## config.mk

```make
export PLATFORM = sky130hd
export DESIGN_NAME = duty_cycle_meter_flat
export DESIGN_NICKNAME = d
export VERILOG_FILES = /design/src/rtl/meas_pkg.sv /design/src/rtl/duty_cycle_meter_if.sv /design/src/rtl/sync_edge_det.sv /design/src/rtl/duty_cycle_meter.sv /design/src/flat_wrapper.sv
export SDC_FILE = /design/constraint.sdc
export NUM_CORES = 1
export LEC_CHECK = 0
export ABC_AREA = 1
export CAP_MARGIN = 10
export CELL_PAD_IN_SITES_DETAIL_PLACEMENT = 0
export CELL_PAD_IN_SITES_GLOBAL_PLACEMENT = 1
export CORE_ASPECT_RATIO = 1.25
export CORE_MARGIN = 10
export CORE_UTILIZATION = 25
export CTS_CLUSTER_DIAMETER = 60
export DETAILED_ROUTE_END_ITERATION = 6
export MAX_ROUTING_LAYER = met4
export PLACE_DENSITY_LB_ADDON = 0.1
export SLEW_MARGIN = 10
export SYNTH_ARGS = -nofsm -noshare
export SYNTH_HDL_FRONTEND = slang
export SYNTH_SLANG_ARGS = --single-unit
```

## constraint.sdc

```tcl
create_clock -name sys_clk -period 8.2 [get_ports sys_clk]
set_input_delay 0.82 -clock sys_clk [delete_from_list [all_inputs] [get_ports sys_clk]]
set_output_delay 0.82 -clock sys_clk [all_outputs]
set_load 0.03 [all_outputs]
```

## src/rtl/meas_pkg.sv

```systemverilog
// Shared definitions for the measurement core: default widths, timeout
// budget and the duty-cycle meter state type.
package meas_pkg;

    localparam int unsigned MEAS_CNT_W          = 32;
    localparam int unsigned MEAS_TIMEOUT_CYCLES = 400000000;

    typedef enum logic [1:0] {
        WAIT_RISE,
        MEAS_HIGH,
        MEAS_LOW
    } dc_state_t;

endpackage

```

## src/rtl/duty_cycle_meter_if.sv

```systemverilog
// Measured-signal input and count-buffer outputs of the duty-cycle meter.
// The slave modport is the meter; the master modport is the signal source and telemetry side.
interface duty_cycle_meter_if #(
    parameter int unsigned CNT_W = meas_pkg::MEAS_CNT_W
);
    logic             sig_in;
    logic [CNT_W-1:0] sig_in_high_cnt_buf;
    logic [CNT_W-1:0] sig_in_low_cnt_buf;
    logic             meas_valid;
    logic             sig_timeout;

    modport master (
        output sig_in,
        input  sig_in_high_cnt_buf,
        input  sig_in_low_cnt_buf,
        input  meas_valid,
        input  sig_timeout
    );

    modport slave (
        input  sig_in,
        output sig_in_high_cnt_buf,
        output sig_in_low_cnt_buf,
        output meas_valid,
        output sig_timeout
    );
endinterface

```

## src/rtl/sync_edge_det.sv

```systemverilog
// Multi-flop synchronizer for an asynchronous input, followed by one more
// flop so that single-cycle rise/fall strobes can be derived.
module sync_edge_det #(
    parameter int unsigned SYNC_STAGES = 2
) (
    input  logic clk_i,
    input  logic rst_i,
    input  logic d_i,
    output logic rise_o,
    output logic fall_o
);

    logic [SYNC_STAGES-1:0] sync_q;
    logic                   s_dly_q;
    logic                   s;

    assign s = sync_q[SYNC_STAGES-1];

    always_ff @(posedge clk_i or posedge rst_i) begin
        if (rst_i) begin
            sync_q  <= '0;
            s_dly_q <= 1'b0;
        end else begin
            sync_q  <= {sync_q[SYNC_STAGES-2:0], d_i};
            s_dly_q <= s;
        end
    end

    assign rise_o = s & ~s_dly_q;
    assign fall_o = ~s & s_dly_q;

endmodule

```

## src/rtl/duty_cycle_meter.sv

```systemverilog
// Measures the high and low run lengths (sys_clk cycles) of the last complete
// period of sig_in, low phase reported alongside the preceding high phase.
module duty_cycle_meter
    import meas_pkg::*;
#(
    parameter int unsigned CNT_W          = MEAS_CNT_W,
    parameter int unsigned SYNC_STAGES    = 2,
    parameter int unsigned TIMEOUT_CYCLES = MEAS_TIMEOUT_CYCLES
) (
    input logic               sys_clk,
    input logic               rst_n,
    duty_cycle_meter_if.slave bus
);

    localparam int unsigned       IDLE_W    = (TIMEOUT_CYCLES > 1) ? $clog2(TIMEOUT_CYCLES) : 1;
    localparam logic [IDLE_W-1:0] IDLE_LAST = IDLE_W'(TIMEOUT_CYCLES - 1);

    logic rise;
    logic fall;
    logic any_edge;
    logic expire;

    dc_state_t   state_q, state_d;
    logic [CNT_W-1:0]  run_q, run_d;
    logic [CNT_W-1:0]  hi_hold_q, hi_hold_d;
    logic [CNT_W-1:0]  high_buf_q, high_buf_d;
    logic [CNT_W-1:0]  low_buf_q, low_buf_d;
    logic [IDLE_W-1:0] idle_q, idle_d;
    logic              valid_q, valid_d;
    logic              timeout_q, timeout_d;

    sync_edge_det #(
        .SYNC_STAGES(SYNC_STAGES)
    ) u_sync_edge_det (
        .clk_i (sys_clk),
        .rst_i (rst_n),
        .d_i   (bus.sig_in),
        .rise_o(rise),
        .fall_o(fall)
    );

    assign any_edge = rise | fall;
    // An edge arriving on the expiry cycle cancels the timeout.
    assign expire   = (idle_q == IDLE_LAST) && !any_edge;

    always_comb begin
        run_d     = run_q;
        hi_hold_d = hi_hold_q;
        idle_d    = idle_q;
        if (any_edge) begin
            run_d = CNT_W'(1);
        end else if (run_q != '1) begin
            run_d = run_q + CNT_W'(1);
        end
        if (fall) begin
            hi_hold_d = run_q;
        end
        if (any_edge) begin
            idle_d = '0;
        end else if (!expire) begin
            idle_d = idle_q + IDLE_W'(1);
        end
    end

    always_comb begin
        state_d    = state_q;
        high_buf_d = high_buf_q;
        low_buf_d  = low_buf_q;
        valid_d    = 1'b0;
        timeout_d  = timeout_q;
        if (any_edge) begin
            timeout_d = 1'b0;
        end
        case (state_q)
            WAIT_RISE: if (rise) state_d = MEAS_HIGH;
            MEAS_HIGH: if (fall) state_d = MEAS_LOW;
            MEAS_LOW: begin
                if (rise) begin
                    state_d    = MEAS_HIGH;
                    high_buf_d = hi_hold_q;
                    low_buf_d  = run_q;
                    valid_d    = 1'b1;
                end
            end
            default: state_d = WAIT_RISE;
        endcase
        if (expire) begin
            state_d    = WAIT_RISE;
            high_buf_d = '0;
            low_buf_d  = '0;
            timeout_d  = 1'b1;
        end
    end

    always_ff @(posedge sys_clk or posedge rst_n) begin
        if (rst_n) begin
            state_q    <= WAIT_RISE;
            run_q      <= '0;
            hi_hold_q  <= '0;
            high_buf_q <= '0;
            low_buf_q  <= '0;
            idle_q     <= '0;
            valid_q    <= 1'b0;
            timeout_q  <= 1'b0;
        end else begin
            state_q    <= state_d;
            run_q      <= run_d;
            hi_hold_q  <= hi_hold_d;
            high_buf_q <= high_buf_d;
            low_buf_q  <= low_buf_d;
            idle_q     <= idle_d;
            valid_q    <= valid_d;
            timeout_q  <= timeout_d;
        end
    end

    assign bus.sig_in_high_cnt_buf = high_buf_q;
    assign bus.sig_in_low_cnt_buf  = low_buf_q;
    assign bus.meas_valid          = valid_q;
    assign bus.sig_timeout         = timeout_q;

endmodule

```

## src/flat_wrapper.sv

```systemverilog
// flat-port wrapper written by rule: the top's interface ports become plain ports
module duty_cycle_meter_flat import meas_pkg::*;
#(
    parameter int unsigned CNT_W          = MEAS_CNT_W,
    parameter int unsigned SYNC_STAGES    = 2,
    parameter int unsigned TIMEOUT_CYCLES = MEAS_TIMEOUT_CYCLES
)
  (sys_clk, rst_n, bus_sig_in, bus_sig_in_high_cnt_buf, bus_sig_in_low_cnt_buf, bus_meas_valid, bus_sig_timeout);
  duty_cycle_meter_if #(.CNT_W(CNT_W)) bus_i ();
  input logic sys_clk;
  input logic rst_n;
  input wire logic [$bits(bus_i.sig_in)-1:0] bus_sig_in;
  output wire logic [$bits(bus_i.sig_in_high_cnt_buf)-1:0] bus_sig_in_high_cnt_buf;
  output wire logic [$bits(bus_i.sig_in_low_cnt_buf)-1:0] bus_sig_in_low_cnt_buf;
  output wire logic [$bits(bus_i.meas_valid)-1:0] bus_meas_valid;
  output wire logic [$bits(bus_i.sig_timeout)-1:0] bus_sig_timeout;
  assign bus_i.sig_in = bus_sig_in;
  assign bus_sig_in_high_cnt_buf = bus_i.sig_in_high_cnt_buf;
  assign bus_sig_in_low_cnt_buf = bus_i.sig_in_low_cnt_buf;
  assign bus_meas_valid = bus_i.meas_valid;
  assign bus_sig_timeout = bus_i.sig_timeout;
  duty_cycle_meter #(.CNT_W(CNT_W), .SYNC_STAGES(SYNC_STAGES), .TIMEOUT_CYCLES(TIMEOUT_CYCLES)) u_core (.sys_clk(sys_clk), .rst_n(rst_n), .bus(bus_i));
endmodule
```

# Word level (Yosys, flattened, before mapping)
# Cells that the tools add are included.
op_classes:
  add_sub_neg: 2
  n_eq_ne: 7
  muxes: 18
  bitwise_logic: 5
  n_reduce_logical: 10
op_table:
  columns: ["cell", "n"]
  rows:
  - ["two-way mux 32 bit", 8]
  - ["two-way mux 29 bit", 2]
  - ["adder 32 x 1 -> 32 bit, second input constant", 1]
  - ["!= test 32 bit, second input constant", 1]
  - ["adder 29 x 1 -> 29 bit, second input constant", 1]
  - ["== test 29 bit, second input constant", 1]
  - ["nonzero test 2 bit", 4]
  - ["two-way mux 2 bit", 3]
  - ["!= test 3 x 1 -> 1 bit, second input constant", 2]
  - ["two-way mux 1 bit", 4]
  - ["case mux 2 bit (2 select lines)", 1]
  - ["AND reduction 2 bit", 2]
  - ["AND 1 bit", 2]
  - ["== test 2 x 1 -> 1 bit, second input constant", 1]
  - ["== test 2 bit, second input constant", 1]
  - ["logical NOT 2 bit", 1]
  - ["!= test 2 x 1 -> 1 bit, second input constant", 1]
  - ["NOT 1 bit", 2]
  - ["OR reduction 2 bit", 1]
  - ["logical AND 1 bit", 1]
  - ["logical NOT 1 bit", 1]
  - ["OR 1 bit", 1]
word_totals:
  ff_bits: 164

# Depth between registers and ports, before layout
depth:
  word_depth: 7
  ltp_mapped: 10

# By module
# Synthesis repeated with hierarchy kept, for this count alone.
hier_totals:
  cells_unflattened: 1170
  area_unflattened_um2: 8329.2
modules_own_cells:
  columns: ["mod", "instances", "cells_per_inst", "area_per_inst_um2"]
  rows:
  - ["duty_cycle_meter", 1, 1162, 8235.4]
  - ["sync_edge_det", 1, 8, 93.8]

# Worst setup path before layout
# No wires, ideal clock.
synth_path:
  kind: "register -> register"
  start: "register u_core.run_q[0]"
  end: "register u_core.run_q[1]"
  setup_time_ps: 117
  arrival_time_ps: 1474
  slack_ps: 6609
  path_stages_with_launch: 10
  path_buffers: 1
  path_cell_list: "dfrtp_1 ha_1 nand2_1 nor2_4 nand2_2 nor2_4 nand3_4 buf_6 nand3_2 nand2_1"
synth_via:
  elab_chain_len: 3
synth_lines:
  columns: ["item", "line_no", "rtl"]
  rows:
  - ["from (decl)", "duty_cycle_meter.sv:24", "logic [CNT_W-1:0] run_q, run_d;"]
  - ["from (signal assigned)", "duty_cycle_meter.sv:107", "run_q <= run_d;"]
  - ["adder 32 x 1 -> 32 bit", "duty_cycle_meter.sv:53", "run_d = run_q + CNT_W'(1);"]
  - ["two-way mux 32 bit", "duty_cycle_meter.sv:52", "end else if (run_q != '1) begin"]
  - ["two-way mux 32 bit", "duty_cycle_meter.sv:50", "if (any_edge) begin"]
# Several ways; a longest one is shown, not always the timed one. The select of a mux whose other input is x is not followed.
# A chain may end at the register's enable or synchronous reset.

==> reports/qor.txt <==
Status: complete, no violations
Top cells by count, synth: 337 x nand2_1, 164 x dfrtp_1, 163 x inv_1, 111 x o21ai_0, 88 x nor2_1
Initial antenna violation count: 0
Number of flops mapped to enable cells by yosys: 0
Slew headroom: 31.1%
CP top delay family: buffers and inverters
Final ANT Viol Nets: 0
Cells on Worst Hold Path: 0
Die Area: 40000 um2
Clock Root Buffer: clkbuf_16
Reg2reg end: u_core.bus.sig_in_low_cnt_buf[21]
FF-to-FF Start: u_core.u_sync_edge_det.sync_q[1]
Maximum vdd ir drop: 96.6 uV
Core Area: 31900 um2
Final Net Count: 1122
Most area-hungry cell type in the Yosys netlist: dfrtp_1
Power Internal: 1340 uW
Post-synth cell types: 32
Initial Util: 25.4%
Final Skew: 0.00765 ns
Max Cap Viol: 0
Worst Path Buf+Inv: 4
Tmin final: 2.68 ns
DR iter-0 viols: 336
Ys async rst share: 100%
Worst-case clock buffer depth: 2
Syn Std Cell Area: 8100 um2
Mapped Cells: 1060
Highest Clock Rate: 0.374 GHz
Final WL: 24100 um
Comb pwr share: 9.3%
Synth Warn #: 0
Setup repair after global routing missed its margin: no
Top Usage Layer GRT: met2
Ant diodes: 0
Vias in the first global route: 6880
R2R Setup Slk: 5.77 ns
Fin. Hold Viols: 0
Critical Path AT: 3.19 ns
Crit-path max FO: 71
Placed Instances: 1508
Die Ht: 221 um
Seq pwr share: 46.6%
Worst-Margin Slew: 1.03 ns
First-pass GRT wire length: 39700 um
Post-route DRC: 0
GRT Residual Overflow: 0
IO Count: 69
Sw Pwr: 505 uW
Gpl congestion: 0.762
Row Count: 73
Worst hold path class: flop to flop
Top post-synthesis cells by area: dfrtp_1 51%, nand2_1 16%, inv_1 7.6%
Largest net degree at the start of global routing: 87
Dpl ws: 4.89 ns
Clock power frac: 44.2%
# setup viols final: 0
Cell area power density: 190 nW/um2
CP required: 8.71 ns
WHS Endpoint: u_core.u_sync_edge_det.sync_q[1]
# H-tree levels: 4
Global routing usage on met1: 14.6%
Max stage delay on crit path: 0.65 ns
Post-synth top flop: dfrtp_1
Area share of the largest cell type after synthesis: 50.7%
Layout Utilization: 30.5%
Pre-antenna DRT Iters: 4
# hold bufs at CTS: 0
Seq/Total Area, Yosys: 50.7%
WL per Instance: 15.7 um
Leak Pwr: 0.00459 uW
Synth Register Bits: 164
CP dominant cell by count: buf_4
Total GRT Usage: 12.7%
Post-Syn Nets: 1067
Slowest CP cell: buf_4
Hpwl dp: 16600 um
Via Count: 6589
Post_cts resized: 0
Avg Cell Area, Syn: 7.64 um2
Worst R2R Path Depth: 8
Cells along the critical path: clkdlybuf4s50_1, inv_6, buf_4, buf_4
Crit end category: async pin
Die Wd: 181 um
Net Sw Frac: 27.4%
Worst-Skew Late Latency: 0.43 ns
Setup bufs post-CTS: 0
Met2 Use GR: 22.1%
Setup CP Type: primary input to async pin
Avg Vias per Cell: 4.28
Slew Viols, Final: 0
Grt met3 use: 2.33%
Syn-to-layout area delta: 20.1%
Hold path start: u_core.u_sync_edge_det.sync_q[0]
PortBufs: 68
CP startpoint kind: primary input
Setup_tns: 0 ns
Worst-path clk slew: 0.07 ns
Final worst slack: 5.52 ns
Count leader, synth: nand2_1
Num CTS Buffers: 17
Proportion of layout cells with a drive suffix above 1: 6.38%
Final instance count without filler cells: 1540
Final worst path period share: 32.6%
Sink Count: 164
CTS tree: done
[state kept, by name (all words and copies together) (netlist names)]
register	flops
u_core.bus.meas_valid	1
u_core.bus.sig_in_high_cnt_buf	32
u_core.bus.sig_in_low_cnt_buf	32
u_core.bus.sig_timeout	1
u_core.hi_hold_q	32
u_core.idle_q	29
u_core.run_q	32
u_core.state_q	2
u_core.u_sync_edge_det.s_dly_q	1
u_core.u_sync_edge_det.sync_q	2
[routing by layer]
layer  routed length [um]  part of all wire [%]
met4                  357                   1.5
met2                12500                    52
met1                10500                    43
met3                  760                   3.2
met5                    0                     0
[logic make-up (layout without fill, tap and decap cells)]
logic type | Yosys count | in the layout | share of synthesized area [%]
AOI/OAI and AO/OA | 140 | 140 | 9.04
xor gates and xnor gates | 9 | 9 | 0.974
adders and majority gates | 4 | 4 | 0.618
buffers and inverters | 207 | 275 | 10.5
DFF | 164 | 164 | 50.7
and+or+nand+nor | 536 | 536 | 28.1
[metrics by stage]
stage	hold slack (ns)	power, uW	instance area, um2
2_1_floorplan	0.331	983	8100
3_3_place_gp	0.348	1050	9140
3_5_place_dp	0.345	1050	9140
4_1_cts	0.362	1880	9720
5_1_grt	0.369	1940	9720
6_report	0.355	1850	9720
[layout by cell type, fill, tap and decap left out, types with 2 or more instances in the layout]
cell type and count:
nand3_1 46, dfrtp_1 164, clkbuf_16 17, clkdlybuf4s50_1 68, nand4_1 6, nand3_4 2
nand3_2 4, nor3_2 4, ha_1 3, nor3_1 29, inv_1 162, nand2_1 337
clkinvlp_4 5, or2_2 6, nand2_2 3, nor2_4 6, o21ai_1 3, bufinv_16 2
a21oi_1 14, o21ai_0 111, buf_4 6, xor2_1 9, clkinv_4 3, o31ai_1 10
inv_2 6, inv_6 4, nor2_1 88
[cell type report]
cell class / instances / area [um2]
Inverter: 169 / 639
Clock inverter: 14 / 155
Sequential cell: 164 / 4100
Clock buffer: 18 / 429
Multi-Input combinational cell: 689 / 3150
Tap cell: 412 / 515
Timing Repair Buffer: 74 / 726
Fill cell: 3468 / 22200
[power by group through the flow]
stage / registers (uW) / logic, uW / clock network (uW)
floorplan: 896 / 86.9 / 0
global placement: 876 / 178 / 0
detailed placement: 876 / 177 / 0
CTS: 861 / 177 / 846
global route: 864 / 195 / 879
finish: 860 / 171 / 815
[worst max-delay path by stage]
stage                      from                     to  slack, ns  cells past startpoint
final                     rst_n   u_core.hi_hold_q[18]       5.52                      4
after global routing      rst_n       u_core.run_q[26]       5.13                      4
after CTS                 rst_n       u_core.run_q[21]       5.37                      4
after detailed placement  rst_n       u_core.run_q[26]       4.89                      4
after global placement    rst_n       u_core.run_q[26]       4.89                      4
after floorplan           rst_n  u_core.bus.meas_valid       2.95                      1
No activity file was read; power rests on OpenSTA's default activity.
